==> src/rtl/golden_nonce_scanner_pkg.sv <==
`default_nettype none
// ============================================================================
// Module   : golden_nonce_scanner_pkg
// Purpose  : Shared types, constants and digest layout helper for the scanner.
// Revision : 1.0 - initial release
// ============================================================================
package golden_nonce_scanner_pkg;

    typedef enum logic [2:0] {
        ST_IDLE        = 3'd0,
        ST_READ        = 3'd1,
        ST_WRITE_FLAG  = 3'd2,
        ST_WRITE_NONCE = 3'd3,
        ST_DONE        = 3'd4
    } scan_state_e;

    localparam int          DIGEST_WORDS         = 8;
    localparam int          WORDS_READ_PER_NONCE = 2;
    localparam logic [31:0] NO_NONCE             = 32'hFFFF_FFFF;
    localparam logic [63:0] NO_HASH              = 64'hFFFF_FFFF_FFFF_FFFF;

    // Word i of digest n; wraps silently at the top of the 16-bit space.
    function automatic logic [15:0] digest_addr(input logic [15:0] base,
                                                input logic [8:0]  n,
                                                input logic [2:0]  i);
        return base + 16'(32'(n) * DIGEST_WORDS) + 16'(i);
    endfunction

endpackage
`default_nettype wire

==> src/rtl/golden_nonce_scanner_compare.sv <==
`default_nettype none
// ============================================================================
// Module   : digest_compare
// Purpose  : Registered first-qualifier and minimum-prefix tracker.
// Revision : 1.0 - initial release
// ============================================================================
module digest_compare
    import golden_nonce_scanner_pkg::*;
(
    input  logic        clk,
    input  logic        reset,
    input  logic        clear,
    input  logic        valid,
    input  logic [31:0] target,
    input  logic [31:0] h0,
    input  logic [31:0] h1,
    input  logic [31:0] nonce,
    output logic        found,
    output logic [31:0] golden_nonce,
    output logic [63:0] min_hash,
    output logic [31:0] min_nonce
);

    logic        r_found,        w_found_d;
    logic [31:0] r_golden_nonce, w_golden_nonce_d;
    logic [63:0] r_min_hash,     w_min_hash_d;
    logic [31:0] r_min_nonce,    w_min_nonce_d;

    always_comb begin
        w_found_d        = r_found;
        w_golden_nonce_d = r_golden_nonce;
        w_min_hash_d     = r_min_hash;
        w_min_nonce_d    = r_min_nonce;
        if (clear) begin
            w_found_d        = 1'b0;
            w_golden_nonce_d = NO_NONCE;
            w_min_hash_d     = NO_HASH;
            w_min_nonce_d    = NO_NONCE;
        end else if (valid) begin
            // Only the first qualifier latches; strict compare keeps lowest index on ties.
            if ((h0 < target) && !r_found) begin
                w_found_d        = 1'b1;
                w_golden_nonce_d = nonce;
            end
            if ({h0, h1} < r_min_hash) begin
                w_min_hash_d  = {h0, h1};
                w_min_nonce_d = nonce;
            end
        end
    end

    always_ff @(posedge clk or posedge reset) begin
        if (reset) begin
            r_found        <= 1'b0;
            r_golden_nonce <= NO_NONCE;
            r_min_hash     <= NO_HASH;
            r_min_nonce    <= NO_NONCE;
        end else begin
            r_found        <= w_found_d;
            r_golden_nonce <= w_golden_nonce_d;
            r_min_hash     <= w_min_hash_d;
            r_min_nonce    <= w_min_nonce_d;
        end
    end

    assign found        = r_found;
    assign golden_nonce = r_golden_nonce;
    assign min_hash     = r_min_hash;
    assign min_nonce    = r_min_nonce;

endmodule
`default_nettype wire

==> src/rtl/golden_nonce_scanner.sv <==
`default_nettype none
// ============================================================================
// Module   : golden_nonce_scanner
// Purpose  : Sweeps stored digests, finds golden nonce and minimum prefix.
// Revision : 1.0 - initial release
// ============================================================================
module golden_nonce_scanner
    import golden_nonce_scanner_pkg::*;
#(
    parameter int          NUM_NONCES = 16,
    parameter logic [31:0] NONCE_BASE = 32'h0
) (
    input  logic        clk,
    input  logic        reset,
    input  logic        start,
    input  logic [15:0] hash_addr,
    input  logic [15:0] result_addr,
    input  logic [31:0] target,
    output logic        done,
    output logic        found,
    output logic [31:0] golden_nonce,
    output logic [63:0] min_hash,
    output logic [31:0] min_nonce,
    output logic        mem_clk,
    output logic        mem_we,
    output logic [15:0] mem_addr,
    output logic [31:0] mem_write_data,
    input  logic [31:0] mem_read_data
);

    localparam int                TOTAL_READS = WORDS_READ_PER_NONCE * NUM_NONCES;
    localparam int                CNT_W       = $clog2(TOTAL_READS + 1);
    localparam logic [CNT_W-1:0]  C_TOTAL     = CNT_W'(TOTAL_READS);

    scan_state_e      r_state,       w_state_d;
    logic [15:0]      r_hash_addr,   w_hash_addr_d;
    logic [15:0]      r_result_addr, w_result_addr_d;
    logic [31:0]      r_target,      w_target_d;
    logic [CNT_W-1:0] r_issue_cnt,   w_issue_cnt_d;
    logic [CNT_W-1:0] r_cap_cnt,     w_cap_cnt_d;
    logic             r_issue_vld,   w_issue_vld_d;
    logic             r_data_vld,    w_data_vld_d;
    logic [31:0]      r_h0,          w_h0_d;
    logic             r_done,        w_done_d;
    logic             r_mem_we,      w_mem_we_d;
    logic [15:0]      r_mem_addr,    w_mem_addr_d;
    logic [31:0]      r_mem_wdata,   w_mem_wdata_d;
    logic             w_launch;
    logic             w_cmp_vld;
    logic [31:0]      w_cmp_nonce;

    assign w_launch    = start && ((r_state == ST_IDLE) || (r_state == ST_DONE));
    assign w_cmp_nonce = NONCE_BASE + 32'(r_cap_cnt >> 1);

    always_comb begin
        w_state_d       = r_state;
        w_hash_addr_d   = r_hash_addr;
        w_result_addr_d = r_result_addr;
        w_target_d      = r_target;
        w_issue_cnt_d   = r_issue_cnt;
        w_cap_cnt_d     = r_cap_cnt;
        w_issue_vld_d   = 1'b0;
        w_data_vld_d    = 1'b0;
        w_h0_d          = r_h0;
        w_done_d        = r_done;
        w_mem_we_d      = r_mem_we;
        w_mem_addr_d    = r_mem_addr;
        w_mem_wdata_d   = r_mem_wdata;
        w_cmp_vld       = 1'b0;
        case (r_state)
            ST_IDLE, ST_DONE: begin
                if (w_launch) begin
                    w_state_d       = ST_READ;
                    w_hash_addr_d   = hash_addr;
                    w_result_addr_d = result_addr;
                    w_target_d      = target;
                    w_issue_cnt_d   = CNT_W'(1);
                    w_issue_vld_d   = 1'b1;
                    w_cap_cnt_d     = '0;
                    w_mem_addr_d    = digest_addr(hash_addr, 9'd0, 3'd0);
                    w_done_d        = 1'b0;
                end
            end
            ST_READ: begin
                // Data for the address issued last cycle is on the bus this cycle.
                w_data_vld_d = r_issue_vld;
                if (r_issue_cnt < C_TOTAL) begin
                    w_mem_addr_d  = digest_addr(r_hash_addr, 9'(r_issue_cnt >> 1),
                                                {2'b00, r_issue_cnt[0]});
                    w_issue_cnt_d = r_issue_cnt + CNT_W'(1);
                    w_issue_vld_d = 1'b1;
                end
                if (r_data_vld) begin
                    w_cap_cnt_d = r_cap_cnt + CNT_W'(1);
                    if (!r_cap_cnt[0]) begin
                        w_h0_d = mem_read_data;
                    end else begin
                        w_cmp_vld = 1'b1;
                    end
                end
                if (r_cap_cnt == C_TOTAL) begin
                    w_state_d     = ST_WRITE_FLAG;
                    w_mem_we_d    = 1'b1;
                    w_mem_addr_d  = r_result_addr;
                    w_mem_wdata_d = {31'b0, found};
                end
            end
            ST_WRITE_FLAG: begin
                w_state_d     = ST_WRITE_NONCE;
                w_mem_we_d    = 1'b1;
                w_mem_addr_d  = r_result_addr + 16'd1;
                w_mem_wdata_d = golden_nonce;
            end
            ST_WRITE_NONCE: begin
                w_state_d    = ST_DONE;
                w_mem_we_d   = 1'b0;
                w_mem_addr_d = 16'd0;
                w_done_d     = 1'b1;
            end
            default: begin
                w_state_d = ST_IDLE;
            end
        endcase
    end

    always_ff @(posedge clk or posedge reset) begin
        if (reset) begin
            r_state       <= ST_IDLE;
            r_hash_addr   <= 16'd0;
            r_result_addr <= 16'd0;
            r_target      <= 32'd0;
            r_issue_cnt   <= '0;
            r_cap_cnt     <= '0;
            r_issue_vld   <= 1'b0;
            r_data_vld    <= 1'b0;
            r_h0          <= 32'd0;
            r_done        <= 1'b0;
            r_mem_we      <= 1'b0;
            r_mem_addr    <= 16'd0;
            r_mem_wdata   <= 32'd0;
        end else begin
            r_state       <= w_state_d;
            r_hash_addr   <= w_hash_addr_d;
            r_result_addr <= w_result_addr_d;
            r_target      <= w_target_d;
            r_issue_cnt   <= w_issue_cnt_d;
            r_cap_cnt     <= w_cap_cnt_d;
            r_issue_vld   <= w_issue_vld_d;
            r_data_vld    <= w_data_vld_d;
            r_h0          <= w_h0_d;
            r_done        <= w_done_d;
            r_mem_we      <= w_mem_we_d;
            r_mem_addr    <= w_mem_addr_d;
            r_mem_wdata   <= w_mem_wdata_d;
        end
    end

    digest_compare u_compare (
        .clk          (clk),
        .reset        (reset),
        .clear        (w_launch),
        .valid        (w_cmp_vld),
        .target       (r_target),
        .h0           (r_h0),
        .h1           (mem_read_data),
        .nonce        (w_cmp_nonce),
        .found        (found),
        .golden_nonce (golden_nonce),
        .min_hash     (min_hash),
        .min_nonce    (min_nonce)
    );

    assign done           = r_done;
    assign mem_clk        = clk;
    assign mem_we         = r_mem_we;
    assign mem_addr       = r_mem_addr;
    assign mem_write_data = r_mem_wdata;

endmodule
`default_nettype wire
==> config.mk <==
export PLATFORM = sky130hd
export DESIGN_NAME = golden_nonce_scanner
export DESIGN_NICKNAME = d
export VERILOG_FILES = /design/src/rtl/golden_nonce_scanner_pkg.sv /design/src/rtl/golden_nonce_scanner_compare.sv /design/src/rtl/golden_nonce_scanner.sv
export SDC_FILE = /design/constraint.sdc
export NUM_CORES = 1
export LEC_CHECK = 0
export ABC_CLOCK_PERIOD_IN_PS = 4700
export BUFFER_PORTS_ARGS = -buffer_cell sky130_fd_sc_hd__buf_2
export CAP_MARGIN = 5
export CORE_AREA = 2 2 267 203
export DETAILED_ROUTE_END_ITERATION = 7
export DIE_AREA = 0 0 269 205
export GPL_TIMING_DRIVEN = 0
export HOLD_SLACK_MARGIN = 0.15
export PLACE_DENSITY_LB_ADDON = 0.1
export SLEW_MARGIN = 15
export SYNTH_ARGS = -nofsm -noshare
export SYNTH_HDL_FRONTEND = slang
export SYNTH_HIERARCHICAL = 1
export SYNTH_SLANG_ARGS = --single-unit
==> constraint.sdc <==
create_clock -name clk -period 4.7 [get_ports clk]
set_input_delay 0.235 -clock clk [delete_from_list [all_inputs] [get_ports clk]]
set_output_delay 0.235 -clock clk [all_outputs]
set_load 0.01 [all_outputs]
==> impl_metrics.toml <==
[run_status]
status = "finished clean"

[die]
initial_core_util = 0.297
fp.dieH_microns = 205
die_area_sq_um = 55100
coreArea_sq_um = 52500
die_width_microns = 269
pin_count = 279
rows = 73

[cts]
ctsResizeCount = 0
postCtsSetupRepairBufs = 0
cts_tree = "done"
clk_latency_ns = 0.66
cts_hold_buf = 98
cts.clk_slew.worst_paths_ns = 0.06

[timing]
relSlewSlack = 0.432
fin_crit_ns = 4.04
slew_violations = 0
min_period_over_period = 0.860
finClkSkew_ns = 0.0210
hold_violations = 0
fmax_mhz = 247
rsz0062_at_grt = "no"
tightestPinTransition_ns = 0.852
setup_violations = 0
timing.hold.ws_ns = 0.260

[synthesis]
ys_top_cells_by_count = "nand2_1 (309), nor2_1 (271), dfrtp_1 (164)"
ys.flop_type = "dfrtp_1"
seq_area_frac_synth = 0.479
synthesis.area_sq_um = 15600
syn_avg_cell_area_sq_um = 9.37
yosysMostFrequentCell = "nand2_1"
ys_types = 69
synth_top_cell_by_area = "dfrtp_1"
synth-edff-count = 0
synth_area_leaders = "dfrtp_1 (26%), dfstp_2 (22%), ha_1 (8.4%), mux2i_1 (8.3%), nand2_1 (7.4%)"
synth_top_cell_area_share = 0.263
synth_seq_cells = 292
async_flop_share = 1.00
ys_warn_count = 6
syn_inst = 1663

[drt]
num_vias = 13357
wirelength_microns = 53400
drtAntennaViolNets = 0
drt-initial-drc-count = 773
dr.pass1.iters = 5
vias_per_cell = 4.69
drc = 0
wl_per_cell_microns = 18.8

[global_routing]
grt_max_degree = 98
met1_usage = 0.286
grt_use_met3 = 0.0395
track_usage = 0.195
grt_pass1_wl_microns = 81300
antenna_found_initial = 1
grt-busiest-layer = "met2"
grt_overflow = 0
grt_pass1_vias = 13549
use_met2 = 0.291

[final_layout]
area_growth_pct = 30.3
nets = 2311
drive_gt1_frac = 0.255
post-route-util = 0.387

[critical_path]
critical_path.max_stage_delay_ns = 0.63
arrival_ns = 4.63
crit_start = "r_state[1]"
worst_setup_path_end_kind = "register"
regToRegStartpoint = "r_state[1]"
cp_common_cell = "clkbuf_1"
cp_cell_sequence = "buf_4 -> nor2_1 -> nand2_1 -> inv_1 -> buf_2 -> buf_1 -> clkbuf_1 -> clkbuf_1 -> clkbuf_1 -> nor2_1 -> mux2i_1"
worstSetupPathType = "register to register"
crit_family = "buffers and inverters"
cpMaxStageDelayCell = "clkbuf_1"
required_ns = 5.28
critPathBufInv = 7
critPathLaunchType = "register"
cp_max_fo = 10

[job]
drv_cap = 0

[pwr]
power_density_nw_per_um2 = 306
seq_power_share = 0.431
comb_power_share = 0.078
switching_share = 0.241
p_clk_frac = 0.491
leakage_nw = 9.66
max-vdd-ir-drop_mv = 0.326
p_int_w = 0.00471
p_switching_w = 0.00150

[placement]
hpwl_microns = 39100
placement.io_buffers = 278
gp_congestion = 0.809

[min_path]
hold_path.class = "input port to asynchronous set/reset pin"
## layer usage
layer / vias to the layer above / routed length (microns)
met3: 58 / 3030
met5: - / 0
met4: 0 / 998
met2: 312 / 22600
met1: 6544 / 26800
li1: 6443 / -
## final cells by class
class / instances / area (sq um)
clock inverters: 13 / 186
flip-flops and latches: 292 / 7470
inverters: 107 / 417
repair buffers: 377 / 2420
clock buffers: 54 / 1100
well taps: 712 / 891
multi-input cells: 1202 / 7400
plain buffers: 88 / 414
fillers: 5403 / 32200
diodes: 1 / 2.50
## cell families (layout without fill, tap and decap cells)
logic type,after synthesis,in the layout,synth area share
xor gates and xnor gates,27,27,0.0152
buffers and inverters,195,639,0.0523
adders and majority gates,105,105,0.0843
muxes,163,163,0.107
AOI/OAI and AO/OA,217,217,0.0879
DFF,292,292,0.479
and+or+nand+nor,663,663,0.174
other,1,28,0.000241
## sequential cells by signal, indices dropped and copies added (netlist names), 3 cells and up
register	count
u_compare/golden_nonce	32
r_state	3
r_issue_cnt	6
r_cap_cnt	6
r_target	32
r_result_addr	16
r_hash_addr	16
mem_addr	16
r_h0	32
mem_write_data	32
u_compare/min_nonce	32
u_compare/min_hash	64
## worst paths after layout
path | slack (ns) | endpoint | cells past startpoint
worst max-delay path | 0.66 | u_compare/min_hash[20] | 11
worst min-delay path | 0.26 | r_hash_addr[4] | 3
worst max register to register | 0.66 | u_compare/min_hash[20] | 11
worst min register to register | 0.47 | r_data_vld | 1
max in group asynchronous | 3.49 | mem_write_data[24] | 4
min in group clk | 0.30 | r_result_addr[14] | 4
## layout by cell type, fill, tap and decap left out, types with 11 or more instances in the layout
| cell | count |
|---|---|
| a211oi_1 | 11 |
| a21o_1 | 16 |
| a21oi_1 | 56 |
| buf_2 | 300 |
| clkbuf_1 | 56 |
| clkbuf_16 | 39 |
| conb_1 | 27 |
| dfrtp_1 | 164 |
| dfstp_2 | 128 |
| dlygate4sd3_1 | 98 |
| ha_1 | 105 |
| inv_1 | 105 |
| mux2_2 | 31 |
| mux2i_1 | 130 |
| nand2_1 | 309 |
| nand3_1 | 12 |
| nand4_1 | 19 |
| nor2_1 | 271 |
| o21ai_0 | 66 |
| xnor2_1 | 12 |
| xor2_1 | 15 |
## worst min-delay path: stages
cell	delay, ns
dlygate4sd3_1	0.53
buf_2	0.18
inv_8	0.41
## metrics by stage
step | instance area [sq um] | std cells | setup slack (ns) | TNS (ns) | power (W)
floorplan | 15700 | 1689 | 0.0600 | 0 | 0.00294
global placement | 18000 | 2679 | -2.72 | -439.31 | 0.00315
detailed placement | 18000 | 2681 | 0.589 | 0 | 0.00317
CTS | 20300 | 2845 | 0.559 | 0 | 0.00632
global route | 20300 | 2845 | 0.274 | 0 | 0.00648
finish | 20300 | 2846 | 0.657 | 0 | 0.00621
## power groups by stage
stage	registers (W)	logic [W]	clock network, W
6_report	0.00267	0.000486	0.00305
5_1_grt	0.00268	0.000545	0.00326
4_1_cts	0.00267	0.000495	0.00316
3_5_place_dp	0.00271	0.000429	0.0000243
3_3_place_gp	0.00271	0.000415	0.0000243
2_1_floorplan	0.00274	0.000188	0.0000175
(Power assumes the default switching activity.)
